**config.mk**
```make
export PLATFORM = sky130hd
export DESIGN_NAME = redis_cache_regs
export DESIGN_NICKNAME = d
export VERILOG_FILES = /design/src/rtl/if_types_pkg.sv /design/src/rtl/redis_cache_regs_pkg.sv /design/src/rtl/wb_slave_ack.sv /design/src/rtl/redis_cache_regs.sv
export SDC_FILE = /design/constraint.sdc
export NUM_CORES = 1
export LEC_CHECK = 0
export CORE_ASPECT_RATIO = 0.9
export CORE_UTILIZATION = 39
export DETAILED_ROUTE_END_ITERATION = 12
export PLACE_DENSITY = 0.8
export SKIP_CTS_REPAIR_TIMING = 1
export SLEW_MARGIN = 15
export SYNTH_ARGS = -nofsm -noshare
export SYNTH_HDL_FRONTEND = slang
export SYNTH_HIERARCHICAL = 1
export SYNTH_SLANG_ARGS = --single-unit
export TNS_END_PERCENT = 1
```
**constraint.sdc**
```tcl
create_clock -name clk_i -period 4.25 [get_ports clk_i]
set_input_delay 0.85 -clock clk_i [delete_from_list [all_inputs] [get_ports clk_i]]
set_output_delay 0.85 -clock clk_i [all_outputs]
set_load 0.02 [all_outputs]
```
**src/rtl/if_types_pkg.sv**
```systemverilog
// Shared cache interface types: register offsets, operation codes and the
// register-bank <-> controller structs.
package if_types_pkg;

  localparam int AddressBits = 8;

  localparam logic [AddressBits-1:0] REG_DAT_LO_OFS = 8'h00;
  localparam logic [AddressBits-1:0] REG_DAT_HI_OFS = 8'h04;
  localparam logic [AddressBits-1:0] REG_KEY_OFS    = 8'h08;
  localparam logic [AddressBits-1:0] REG_CTR_OFS    = 8'h0C;

  typedef enum logic [2:0] {
    OP_NOOP   = 3'd0,
    OP_GET    = 3'd1,
    OP_SET    = 3'd2,
    OP_DEL    = 3'd3,
    OP_INCR   = 3'd4,
    OP_EXISTS = 3'd5,
    OP_EXPIRE = 3'd6,
    OP_FLUSH  = 3'd7
  } operation_e;

  typedef struct packed {
    logic [63:0] dat;
    logic [31:0] key;
    operation_e  operation;
  } reg_read_t;

  typedef struct packed {
    logic [63:0] dat;
    logic        dat_valid;
    logic        hit;
    logic        hit_valid;
    operation_e  operation;
    logic        operation_valid;
    logic        busy;
    logic        busy_valid;
  } reg_write_t;

endpackage

```
**src/rtl/redis_cache_regs_pkg.sv**
```systemverilog
// Local helpers for the cache register bank: CTR bit layout, word index and
// the per-byte write merge.
package redis_cache_regs_pkg;

  localparam int CTR_BUSY_BIT = 0;
  localparam int CTR_OP_LSB   = 1;
  localparam int CTR_OP_MSB   = 3;
  localparam int CTR_HIT_BIT  = 4;

  typedef enum logic [1:0] {WDAT_LO, WDAT_HI, WKEY, WCTR} word_idx_e;

  function automatic logic [31:0] byte_merge(input logic [31:0] old_val,
                                             input logic [31:0] new_val,
                                             input logic [3:0]  sel);
    logic [31:0] merged;
    merged = old_val;
    for (int i = 0; i < 4; i++) begin
      if (sel[i]) merged[i*8 +: 8] = new_val[i*8 +: 8];
    end
    return merged;
  endfunction

endpackage

```
**src/rtl/wb_slave_ack.sv**
```systemverilog
// Wishbone-classic request detect and registered single-cycle ack; a held
// strobe therefore completes one transfer every two cycles.
module wb_slave_ack (
  input  logic clk,
  input  logic rst,
  input  logic cyc,
  input  logic stb,
  output logic req,
  output logic ack
);

  assign req = cyc & stb & ~ack;

  always_ff @(posedge clk or posedge rst) begin
    if (rst) ack <= 1'b0;
    else     ack <= req;
  end

endmodule

```
**src/rtl/redis_cache_regs.sv**
```systemverilog
// Wishbone register bank for the Redis cache (DAT/KEY/CTR) with a per-field controller update port.
// Ack and read data are registered one cycle after the request; start_o pulses the cycle after a launch.
module redis_cache_regs
  import if_types_pkg::*;
  import redis_cache_regs_pkg::*;
#(
  parameter int                  AdrWidth = 32,
  parameter logic [AdrWidth-1:0] BaseAddr = '0
) (
  input  logic                clk_i,
  input  logic                rst_i,
  input  logic                wb_cyc_i,
  input  logic                wb_stb_i,
  input  logic                wb_we_i,
  input  logic [3:0]          wb_sel_i,
  input  logic [AdrWidth-1:0] wb_adr_i,
  input  logic [31:0]         wb_dat_i,
  output logic [31:0]         wb_dat_o,
  output logic                wb_ack_o,
  output reg_read_t           reg_o,
  input  reg_write_t          reg_i,
  output logic                start_o
);

  logic                     req;
  logic                     ack;
  logic [AddressBits-1:2]   ofs_word;
  logic                     base_ok;
  logic                     mapped;
  word_idx_e                widx;
  logic [63:0]              dat_q;
  logic [31:0]              key_q;
  operation_e               op_q;
  logic                     busy_q;
  logic                     hit_q;
  logic [31:0]              ctr_word;
  logic [31:0]              rdata;
  logic                     wr;
  logic                     rd;
  logic                     data_wr;
  logic                     launch;
  logic                     unused_adr;

  wb_slave_ack u_ack (
    .clk (clk_i),
    .rst (rst_i),
    .cyc (wb_cyc_i),
    .stb (wb_stb_i),
    .req (req),
    .ack (ack)
  );

  assign wb_ack_o   = ack;
  assign ofs_word   = wb_adr_i[AddressBits-1:2];
  assign unused_adr = ^wb_adr_i[1:0];
  assign base_ok    = (wb_adr_i[AdrWidth-1:AddressBits] == BaseAddr[AdrWidth-1:AddressBits]);

  always_comb begin
    widx   = WDAT_LO;
    mapped = base_ok;
    if      (ofs_word == REG_DAT_LO_OFS[AddressBits-1:2]) widx = WDAT_LO;
    else if (ofs_word == REG_DAT_HI_OFS[AddressBits-1:2]) widx = WDAT_HI;
    else if (ofs_word == REG_KEY_OFS[AddressBits-1:2])    widx = WKEY;
    else if (ofs_word == REG_CTR_OFS[AddressBits-1:2])    widx = WCTR;
    else                                                  mapped = 1'b0;
  end

  always_comb begin
    ctr_word                         = '0;
    ctr_word[CTR_BUSY_BIT]           = busy_q;
    ctr_word[CTR_OP_MSB:CTR_OP_LSB]  = op_q;
    ctr_word[CTR_HIT_BIT]            = hit_q;
    rdata = '0;
    if (mapped) begin
      case (widx)
        WDAT_LO: rdata = dat_q[31:0];
        WDAT_HI: rdata = dat_q[63:32];
        WKEY:    rdata = key_q;
        default: rdata = ctr_word;
      endcase
    end
  end

  assign wr      = req & wb_we_i & mapped;
  assign rd      = req & ~wb_we_i;
  assign data_wr = wr & ~busy_q;
  // busy is sampled before the controller update, so a same-cycle release still blocks the launch
  assign launch  = wr && (widx == WCTR) && wb_sel_i[0] && !busy_q
                   && (wb_dat_i[CTR_OP_MSB:CTR_OP_LSB] != OP_NOOP)
                   && !(reg_i.busy_valid && !reg_i.busy);

  always_ff @(posedge clk_i or posedge rst_i) begin
    if (rst_i) begin
      wb_dat_o <= '0;
      start_o  <= 1'b0;
      dat_q    <= '0;
      key_q    <= '0;
      op_q     <= OP_NOOP;
      busy_q   <= 1'b0;
      hit_q    <= 1'b0;
    end else begin
      wb_dat_o <= rd ? rdata : '0;
      start_o  <= launch;

      if (reg_i.dat_valid)                    dat_q         <= reg_i.dat;
      else if (data_wr && (widx == WDAT_LO))  dat_q[31:0]   <= byte_merge(dat_q[31:0], wb_dat_i, wb_sel_i);
      else if (data_wr && (widx == WDAT_HI))  dat_q[63:32]  <= byte_merge(dat_q[63:32], wb_dat_i, wb_sel_i);

      if (data_wr && (widx == WKEY)) key_q <= byte_merge(key_q, wb_dat_i, wb_sel_i);

      if (reg_i.operation_valid) op_q <= reg_i.operation;
      else if (launch)           op_q <= operation_e'(wb_dat_i[CTR_OP_MSB:CTR_OP_LSB]);

      if (reg_i.busy_valid) busy_q <= reg_i.busy;
      else if (launch)      busy_q <= 1'b1;

      if (reg_i.hit_valid) hit_q <= reg_i.hit;
      else if (launch)     hit_q <= 1'b0;
    end
  end

  assign reg_o = '{dat: dat_q, key: key_q, operation: op_q};

endmodule

```
==> flow_summary.ini <==
[timing]
clock_skew_ps = 11.3
setup_violations = 0
period_minus_slack_ps = 3490
final_max_slew_viol_count = 0
max_freq_mhz = 287
fin_setup_tns_ps = 0
finalCritPeriodShare_pct = 82.1
fin_ws_ps = 760
finalHoldViolCount = 0
tightest_slew_ps = 853
rsz0062_at_grt = false
relSlewSlack_pct = 43.1

[clock_tree]
cts.clk_slew.worst_paths_ps = 60
clk_latency_ps = 420
cts_sinks = 135
cts_buffer_depth = 2
cts_buffers = 17
cts_tree = built
cts_htree_levels = 4
cts-root-buf = clkbuf_16

[critical_path]
reg2reg_from = u_ack/ack$_DFF_PP0_
startpoint_type = input pin
crit_start = wb_stb_i
crit_fanout = 14
criticalPathCategory = input pin to flip-flop
cp-end-kind = flip-flop
cp.required_ps = 4550
crit_arrival_ps = 3790

[synth]
async_flop_share_pct = 100
synth_nets = 701
postSynthAreaPerCell_um2 = 12.1
synth_largest_area_cell = dfrtp_1
ys.warnings.count = 6
synth-main-ff-cell = dfrtp_1
synth_cell_types = 37
synth_most_common_cell = mux2_2
synthTopCellsByCount = mux2_2 (160), dfrtp_1 (135), nor2_1 (52)
synth_edf_count = 0
syn_inst = 555
synth_top_area_share_pct = 50.1
yosysSeqAreaShare_pct = 50.1
ys_ff_latch = 135
synth_area_um2 = 6740
synthTopCellsByArea = dfrtp_1 (50%), mux2_2 (27%), nor2_1 (2.9%)

[grt]
grt_max_degree = 64
grtUsageTotal_pct = 24.8
grt_pass1_vias = 6014
grt_pass1_wl_um = 33600
overflow = 0
antenna_found_initial = 0

[flow_run]
maxCapViolCount = 0

[cells_and_area]
nFillCells = 1402
syn2layout_area_growth_pct = 55.0
final_nets = 984
diodes = 0
drive_gt1_share_pct = 27.0

[route]
drt_wl_total_um = 21500
detail_route.first_pass.iterations = 4
wl_per_cell_um = 20.2
antenna_left = 0
drc_errors = 0
drtIter0Drc = 285
vias_per_cell = 5.42
vias = 5751

[power]
switching_share_pct = 24.8
p_per_area_nw_per_um2 = 352
irDropWorstVdd_uv = 272
power_leakage_nw = 4.29
combPwrFrac_pct = 17.3
power_switching_uw = 913
pwr-share-seq_pct = 38.4
p_clk_share_pct = 44.2
intPower_mw = 2.76

[place]
hpwl_um = 15000
gp_congestion = 0.817
place.port_buffers = 276
place_ws_ps = 275

[floorplanning]
coreArea_um2 = 16900
die_w_um = 141
io_pins = 279
std_cell_rows = 45
initial_core_util_pct = 39.9
die_h_um = 127
dieArea_um2 = 17800

[run_status]
status = complete, no violations

[hold_path]
hp-class = flip-flop to flip-flop
min-delay-start = key_q[23]$_DFFE_PP0P_
path summary, 6_finish.rpt:
path / end / slack (ps) / cells past startpoint
max: key_q[20]$_DFFE_PP0P_ / 760 / 7
min in group asynchronous: u_ack/ack$_DFF_PP0_ / 640 / 2
min reg2reg: key_q[23]$_DFFE_PP0P_ / 530 / 1
max in group asynchronous: key_q[20]$_DFFE_PP0P_ / 2340 / 3
max reg2reg: key_q[20]$_DFFE_PP0P_ / 1210 / 6
min: key_q[23]$_DFFE_PP0P_ / 530 / 1
kinds of logic after synthesis:
group / synth area share [%]
buf+inv: 2.12
compound gates: 7.24
flops: 50.1
simple gates: 13.0
mux: 27.6
per-stage QoR:
step	cell area (µm²)	std cells	util (%)	power (mW)	hold slack, ps
4_1_cts	10500	1062	61.9	3.71	537
2_1_floorplan	6750	555	-	1.73	493
3_5_place_dp	9800	1030	58.0	2.07	524
5_1_grt	10500	1062	61.9	3.82	557
6_report	10500	1062	61.9	3.68	533
3_3_place_gp	9800	1030	58.0	2.06	512
critical path, stage by stage:
cell	delay (ps)
clkdlybuf4s50_1	450
and3b_1	170
nor3b_1	430
nand4_4	290
or2_1	580
nor3_4	610
mux2_2	400
power by group through the flow:
stage	registers [mW]	logic, mW	clock network, mW
2_1_floorplan	1.50	0.225	0
3_3_place_gp	1.43	0.630	0
3_5_place_dp	1.44	0.637	0
4_1_cts	1.41	0.641	1.66
5_1_grt	1.42	0.680	1.72
6_report	1.41	0.636	1.63
routing by layer:
| layer | up-vias | share of wire [%] | global-route usage, % |
|---|---|---|---|
| li1 | 2617 | - | - |
| met1 | 2856 | 41 | 30.4 |
| met2 | 241 | 49 | 41.8 |
| met3 | 37 | 7.6 | 6.72 |
| met4 | 0 | 2.0 | 9.46 |
| met5 | - | 0 | 0 |
cell type report:
| cell class | count | area [µm²] | area share, % |
|---|---|---|---|
| Timing Repair Buffer | 296 | 2930 | 28.0 |
| Sequential cell | 135 | 3380 | 32.3 |
| Clock buffer | 17 | 425 | 4.07 |
| Inverter | 2 | 11.3 | 0.108 |
| Tap cell | 211 | 264 | 2.53 |
| Clock inverter | 15 | 225 | 2.15 |
| Multi-Input combinational cell | 386 | 3220 | 30.8 |
flip-flops by register name, indices dropped and copies added, names as in the netlist:
name and flops:
op_q 3, start_o 1, hit_q 1, dat_q 64
key_q 32, u_ack/ack 1, busy_q 1, wb_dat_o 32
layout by cell type, fill, tap and decap left out, types with 2 or more instances in the layout:
cell,instances
buf_2,2
mux2_1,5
clkinv_4,4
nor2_1,52
o31a_1,4
clkinvlp_4,2
o22ai_1,5
clkinv_2,3
nor4_2,8
nor4_1,10
clkbuf_16,17
inv_6,2
a221oi_1,20
dfrtp_1,135
nand3_1,20
buf_4,18
bufinv_16,5
mux2_2,160
nand2_1,11
nor3_4,4
nor2b_1,3
nand4b_1,3
buf_12,2
a21oi_1,32
o21ai_0,4
nand2b_1,25
clkdlybuf4s50_1,274
a22oi_1,7
Power figures use the tool's default switching activity.
